===== src/rtl/multicycle_sequencer_pkg.sv =====
// Shared definitions for the multi-cycle control path: FSM state encodings
// and the RV32I major opcodes that both the sequencer and decode unit use.
package multicycle_sequencer_pkg;

    typedef enum logic [2:0] {
        ST_IDLE      = 3'd0,
        ST_FETCH     = 3'd1,
        ST_DECODE    = 3'd2,
        ST_EXECUTE   = 3'd3,
        ST_MEMORY    = 3'd4,
        ST_WRITEBACK = 3'd5,
        ST_HALT      = 3'd6
    } seq_state_t;

    localparam logic [6:0] OP_R      = 7'b0110011;
    localparam logic [6:0] OP_I      = 7'b0010011;
    localparam logic [6:0] OP_LOAD   = 7'b0000011;
    localparam logic [6:0] OP_STORE  = 7'b0100011;
    localparam logic [6:0] OP_BRANCH = 7'b1100011;
    localparam logic [6:0] OP_JAL    = 7'b1101111;
    localparam logic [6:0] OP_JALR   = 7'b1100111;
    localparam logic [6:0] OP_AUIPC  = 7'b0010111;
    localparam logic [6:0] OP_LUI    = 7'b0110111;
    localparam logic [6:0] OP_SYSTEM = 7'b1110011;

    // SYSTEM is deliberately absent: ecall halts cleanly rather than executing.
    function automatic logic is_legal_opcode(input logic [6:0] op);
        case (op)
            OP_R, OP_I, OP_LOAD, OP_STORE, OP_BRANCH,
            OP_JAL, OP_JALR, OP_AUIPC, OP_LUI: return 1'b1;
            default:                           return 1'b0;
        endcase
    endfunction

endpackage


===== src/rtl/multicycle_sequencer_mem_wait_timer.sv =====
// Counts cycles spent waiting on a memory handshake and flags when the
// wait has reached MEM_TIMEOUT; shared by the fetch and data-memory stages.
module mem_wait_timer #(
    parameter int MEM_TIMEOUT = 15
) (
    input  logic clock,
    input  logic reset,
    input  logic clear,
    input  logic enable,
    output logic timed_out
);

    localparam int CNT_W = (MEM_TIMEOUT < 1) ? 1 : $clog2(MEM_TIMEOUT + 1);

    logic [CNT_W-1:0] count;

    // Holds at the limit so the flag stays up until the owning state exits.
    always_ff @(posedge clock) begin
        if (reset || clear) begin
            count <= '0;
        end else if (enable && !timed_out) begin
            count <= count + CNT_W'(1);
        end
    end

    assign timed_out = (count == CNT_W'(MEM_TIMEOUT));

endmodule


===== src/rtl/multicycle_sequencer.sv =====
// Multi-cycle control FSM: walks one instruction at a time through
// fetch/decode/execute/memory/writeback and gates the decode enables.
module multicycle_sequencer
    import multicycle_sequencer_pkg::*;
#(
    parameter int COUNT_BITS  = 32,
    parameter int MEM_TIMEOUT = 15
) (
    input  logic                  clock,
    input  logic                  reset,
    input  logic                  start,
    input  logic [6:0]            opcode,
    input  logic                  decode_wEn,
    input  logic                  decode_mem_wEn,
    input  logic                  imem_ready,
    input  logic                  dmem_ready,
    output logic                  imem_req,
    output logic                  ir_load,
    output logic                  dmem_req,
    output logic                  mem_wEn,
    output logic                  rf_wEn,
    output logic                  pc_load,
    output logic [2:0]            state,
    output logic                  halted,
    output logic                  fault,
    output logic [COUNT_BITS-1:0] cycle_count,
    output logic [COUNT_BITS-1:0] instret
);

    seq_state_t            state_q, state_next;
    logic                  fault_q, fault_set;
    logic [COUNT_BITS-1:0] cycle_count_q, instret_q;
    logic                  waiting, timed_out;
    logic                  imem_req_c, ir_load_c, dmem_req_c, mem_wEn_c, rf_wEn_c, pc_load_c;

    mem_wait_timer #(
        .MEM_TIMEOUT(MEM_TIMEOUT)
    ) u_wait_timer (
        .clock    (clock),
        .reset    (reset),
        .clear    (state_next != state_q),
        .enable   (waiting),
        .timed_out(timed_out)
    );

    always_ff @(posedge clock) begin
        if (reset) begin
            state_q       <= ST_IDLE;
            fault_q       <= 1'b0;
            cycle_count_q <= '0;
            instret_q     <= '0;
        end else begin
            state_q <= state_next;
            if (fault_set) begin
                fault_q <= 1'b1;
            end
            if (state_q != ST_IDLE && state_q != ST_HALT) begin
                cycle_count_q <= cycle_count_q + COUNT_BITS'(1);
            end
            if (pc_load_c) begin
                instret_q <= instret_q + COUNT_BITS'(1);
            end
        end
    end

    always_comb begin
        state_next = state_q;
        fault_set  = 1'b0;
        waiting    = 1'b0;
        imem_req_c = 1'b0;
        ir_load_c  = 1'b0;
        dmem_req_c = 1'b0;
        mem_wEn_c  = 1'b0;
        rf_wEn_c   = 1'b0;
        pc_load_c  = 1'b0;

        case (state_q)
            ST_IDLE: begin
                if (start) begin
                    state_next = ST_FETCH;
                end
            end
            ST_FETCH: begin
                imem_req_c = 1'b1;
                if (imem_ready) begin
                    ir_load_c  = 1'b1;
                    state_next = ST_DECODE;
                end else if (timed_out) begin
                    state_next = ST_HALT;
                    fault_set  = 1'b1;
                end else begin
                    waiting = 1'b1;
                end
            end
            ST_DECODE: begin
                if (opcode == OP_SYSTEM) begin
                    state_next = ST_HALT;
                end else if (!is_legal_opcode(opcode)) begin
                    state_next = ST_HALT;
                    fault_set  = 1'b1;
                end else begin
                    state_next = ST_EXECUTE;
                end
            end
            ST_EXECUTE: begin
                if (opcode == OP_LOAD || opcode == OP_STORE) begin
                    state_next = ST_MEMORY;
                end else if (opcode == OP_BRANCH) begin
                    pc_load_c  = 1'b1;
                    state_next = ST_FETCH;
                end else begin
                    state_next = ST_WRITEBACK;
                end
            end
            ST_MEMORY: begin
                dmem_req_c = 1'b1;
                mem_wEn_c  = decode_mem_wEn & dmem_ready & (opcode == OP_STORE);
                if (dmem_ready) begin
                    if (opcode == OP_STORE) begin
                        pc_load_c  = 1'b1;
                        state_next = ST_FETCH;
                    end else begin
                        state_next = ST_WRITEBACK;
                    end
                end else if (timed_out) begin
                    state_next = ST_HALT;
                    fault_set  = 1'b1;
                end else begin
                    waiting = 1'b1;
                end
            end
            ST_WRITEBACK: begin
                rf_wEn_c   = decode_wEn;
                pc_load_c  = 1'b1;
                state_next = ST_FETCH;
            end
            ST_HALT: begin
                state_next = ST_HALT;
            end
            default: begin
                state_next = ST_IDLE;
            end
        endcase

        // A reset landing mid-instruction must not leak a final write or PC update.
        if (reset) begin
            imem_req_c = 1'b0;
            ir_load_c  = 1'b0;
            dmem_req_c = 1'b0;
            mem_wEn_c  = 1'b0;
            rf_wEn_c   = 1'b0;
            pc_load_c  = 1'b0;
        end
    end

    assign imem_req    = imem_req_c;
    assign ir_load     = ir_load_c;
    assign dmem_req    = dmem_req_c;
    assign mem_wEn     = mem_wEn_c;
    assign rf_wEn      = rf_wEn_c;
    assign pc_load     = pc_load_c;
    assign state       = state_q;
    assign halted      = (state_q == ST_HALT);
    assign fault       = fault_q;
    assign cycle_count = cycle_count_q;
    assign instret     = instret_q;

endmodule


===== config.mk =====
export PLATFORM = sky130hd
export DESIGN_NAME = multicycle_sequencer
export DESIGN_NICKNAME = d
export VERILOG_FILES = /design/src/rtl/multicycle_sequencer_pkg.sv /design/src/rtl/multicycle_sequencer_mem_wait_timer.sv /design/src/rtl/multicycle_sequencer.sv
export SDC_FILE = /design/constraint.sdc
export NUM_CORES = 1
export LEC_CHECK = 0
export ABC_CLOCK_PERIOD_IN_PS = 2210
export CORE_ASPECT_RATIO = 2
export CORE_MARGIN = 4
export CORE_UTILIZATION = 30
export DETAILED_ROUTE_END_ITERATION = 10
export GPL_ROUTABILITY_DRIVEN = 0
export GPL_TIMING_DRIVEN = 0
export PLACE_DENSITY = 0.67
export SLEW_MARGIN = 15
export SYNTH_ARGS = -nofsm -noshare
export SYNTH_HDL_FRONTEND = slang
export SYNTH_SLANG_ARGS = --single-unit

===== constraint.sdc =====
create_clock -name clock -period 2.21 [get_ports clock]
set_input_delay 0.442 -clock clock [delete_from_list [all_inputs] [get_ports clock]]
set_output_delay 0.442 -clock clock [all_outputs]
set_load 0.05 [all_outputs]

==> flow_summary.json <==
{
  "outcome": "complete, but fails checks",
  "violations": "negative setup slack",
  "setup_viol": 4,
  "syn_area_mm2": 0.00349,
  "crit_chain": "dlygate4sd2_1, nand4bb_4, a2111o_1, a21bo_4, or2_4, buf_6, or3_1, a21oi_2",
  "critPathMaxStageDelay_ps": 460,
  "cpLargestDelayFamily": "compound AO/OA/AOI/OAI gates",
  "period_needed_ps": 2260,
  "boundaryPins": 89,
  "crit_type": "input port to flop",
  "synth-edff-count": 0,
  "p_leak_nw": 1.87,
  "hold_class": "flop to flop",
  "drcViolationCount": 0,
  "grt_pass1_wl_um": 16000,
  "use_met1_pct": 14.9,
  "vias_per_cell": 5.02,
  "final_cell_mix": "72 x clkdlybuf4s50_1, 69 x nor2_1, 57 x dfxtp_1",
  "die_area_mm2": 0.0135,
  "layout_setup_ws_ps": -54.5,
  "fin_nets": 553,
  "slew-limit-headroom_pct": 56.4,
  "synth.distinct_cells": 51,
  "overflow": 0,
  "clock_skew_ps": 5.54,
  "clock_latency_ps": 330,
  "routed_wl_um": 9890,
  "syn2layout_area_growth_pct": 49.9,
  "synth_nets": 437,
  "grt_pass1_vias": 3350,
  "avgSynthCellArea_um2": 8.31,
  "cts_tree": "built",
  "htreeDepth": 3,
  "power.total_mw": 3.12,
  "place_inst": 648,
  "fill_cells": 1100,
  "grtUsageMet3_pct": 2.52,
  "clockRootBuffer": "clkbuf_16",
  "ctsLongestPathBuffers": 2,
  "initial_core_util_pct": 30.8,
  "synthFlopType": "dfxtp_1",
  "maxCapViolCount": 0,
  "crit_arrival_ps": 2520,
  "async_flop_share_pct": 0,
  "place_hpwl_um": 7220,
  "worst_hold_slack_ps": 505,
  "tightest_slew_ps": 653,
  "grt_util_all_layers_pct": 14.6,
  "grtUsageMet2_pct": 27.3,
  "vias": 3429,
  "firstDrtPassIters": 5,
  "numCtsBuffers": 9,
  "antenna_found_initial": 0,
  "netlist_instances": 420,
  "drtIter0Drc": 104,
  "ir_worst_vdd_mv": 0.391,
  "drive_above_1_share_pct": 18.1,
  "core_mm2": 0.0114,
  "place.port_buffers": 86,
  "yosysSeqAreaShare_pct": 41.3,
  "report.final.slew_viol_count": 0,
  "n_antenna_cell": 0,
  "grt_busiest_layer": "met2",
  "ys_warn_count": 0,
  "placementRows": 55,
  "grt_setup_unrepaired": "true",
  "hold_viol": 0,
  "cts.sinks": 72,
  "wire_per_inst_um": 14.5,
  "clock.fmax_mhz": 442,
  "critPathMaxFanout": 5,
  "cpMaxStageDelayCell": "a2111o_1",
  "crit_buf_inv": 2,
  "power_density_mw_per_mm2": 596,
  "ys_seq_elements": 72,
  "crit_required_ps": 2470,
  "crit_path_end_kind": "flop",
  "final_common_cell": "clkdlybuf4s50_1",
  "die_h_um": 161,
  "timing.final.crit_share_pct": 102,
  "grt_max_degree": 13,
  "critPathLaunchType": "input port",
  "dp_slack_ps": -1150,
  "cts.clk_slew.worst_paths_ps": 50,
  "dieWidth_um": 84.3,
  "instances_no_fill": 683,
  "detail-route-antenna-nets": 0
}
## flip-flops by register name, indices dropped and copies added (netlist names)
signal and flops:
fault 1, state 3, cycle_count 32, instret 32
u_wait_timer.count 4
## kinds of logic after synthesis
logic type / after synthesis / synth area share (%)
adders and majority gates: 3 / 1.07
AOI/OAI and AO/OA: 55 / 9.71
xor gates and xnor gates: 50 / 12.5
muxes: 4 / 1.18
DFF: 72 / 41.3
and+or+nand+nor: 208 / 31.0
buffers and inverters: 28 / 3.26
## worst paths after layout
| kind | start | to | slack, ps | cells past startpoint |
|---|---|---|---|---|
| min | cycle_count[10]$_SDFFE_PP0P_ | cycle_count[10]$_SDFFE_PP0P_ | 510 | 2 |
| max reg2reg | instret[4]$_SDFFE_PP0P_ | instret[21]$_SDFFE_PP0P_ | -50 | 7 |
| min reg2reg | cycle_count[10]$_SDFFE_PP0P_ | cycle_count[10]$_SDFFE_PP0P_ | 510 | 2 |
| max | opcode[2] | instret[21]$_SDFFE_PP0P_ | -50 | 8 |
## layout make-up
class | count | area, um^2 | share of cell area (%)
flip-flops and latches | 72 | 1480 | 28.3
clock inverters | 3 | 42.5 | 0.813
repair buffers | 106 | 992 | 19.0
plain buffers | 15 | 86.3 | 1.65
inverters | 11 | 41.3 | 0.789
clock buffers | 13 | 250 | 4.78
well taps | 142 | 178 | 3.39
multi-input cells | 321 | 2160 | 41.3
## synth_stat cells, types with 2 or more instances
cell / n / area, um^2
nor4b_1: 2 / 17.5
o21ai_0: 17 / 85.1
nand4_1: 13 / 81.3
and4_1: 7 / 61.3
o31ai_1: 2 / 15.0
nor3b_1: 3 / 22.5
dfxtp_1: 72 / 1440
nor3_1: 14 / 70.1
xor2_1: 26 / 228
nand3_1: 22 / 110
or3_1: 15 / 93.8
nor2_1: 69 / 259
a211oi_1: 2 / 15.0
clkbuf_1: 14 / 52.6
nor4_1: 7 / 43.8
o311a_1: 3 / 30.0
inv_1: 11 / 41.3
ha_1: 3 / 37.5
and3_1: 7 / 43.8
nand2b_1: 5 / 31.3
mux2i_1: 3 / 30.0
nand4bb_1: 2 / 22.5
a21oi_1: 21 / 105
nand2_1: 26 / 97.6
xnor2_1: 24 / 210
nor2b_1: 4 / 25.0
o311ai_0: 2 / 17.5
## layer usage
| metal | vias to the layer above | part of all wire [%] |
|---|---|---|
| met1 | 1619 | 38 |
| met4 | 0 | 2.9 |
| met3 | 18 | 3.4 |
| met5 | - | 0 |
| met2 | 87 | 56 |
| li1 | 1705 | - |
## worst register-to-register path: cells and delay by family (launching register included)
kind / cells / cell delay, ps
buffers and inverters: 1 / 120
flip-flops: 1 / 360
AND/OR/NAND/NOR: 5 / 1550
AO/OA/AOI/OAI: 1 / 140
## power breakdown
part           switching (mW)  internal (mW)  leakage, nW
logic                   0.224          0.128         1.14
registers              0.0195           1.31        0.591
clock network           0.537          0.904        0.140
total                   0.780           2.34         1.87
## per-stage QoR
stage	setup TNS, ps	instance area, um^2	util [%]
after floorplan	-1140	3600	-
after global placement	-20710	4640	40.8
after detailed placement	-21620	4640	40.8
after CTS	-217	5110	45.0
after global routing	-839	5240	46.1
final	-142	5240	46.1
## repair_timing
item,4_1_cts,5_1_grt
gates resized for setup,60,33
hold buffers,0,0
endpoints found under the setup margin,40,33
cloned,2,0
pin swaps,7,15
setup buffers,14,5
(Power assumes the default switching activity.)
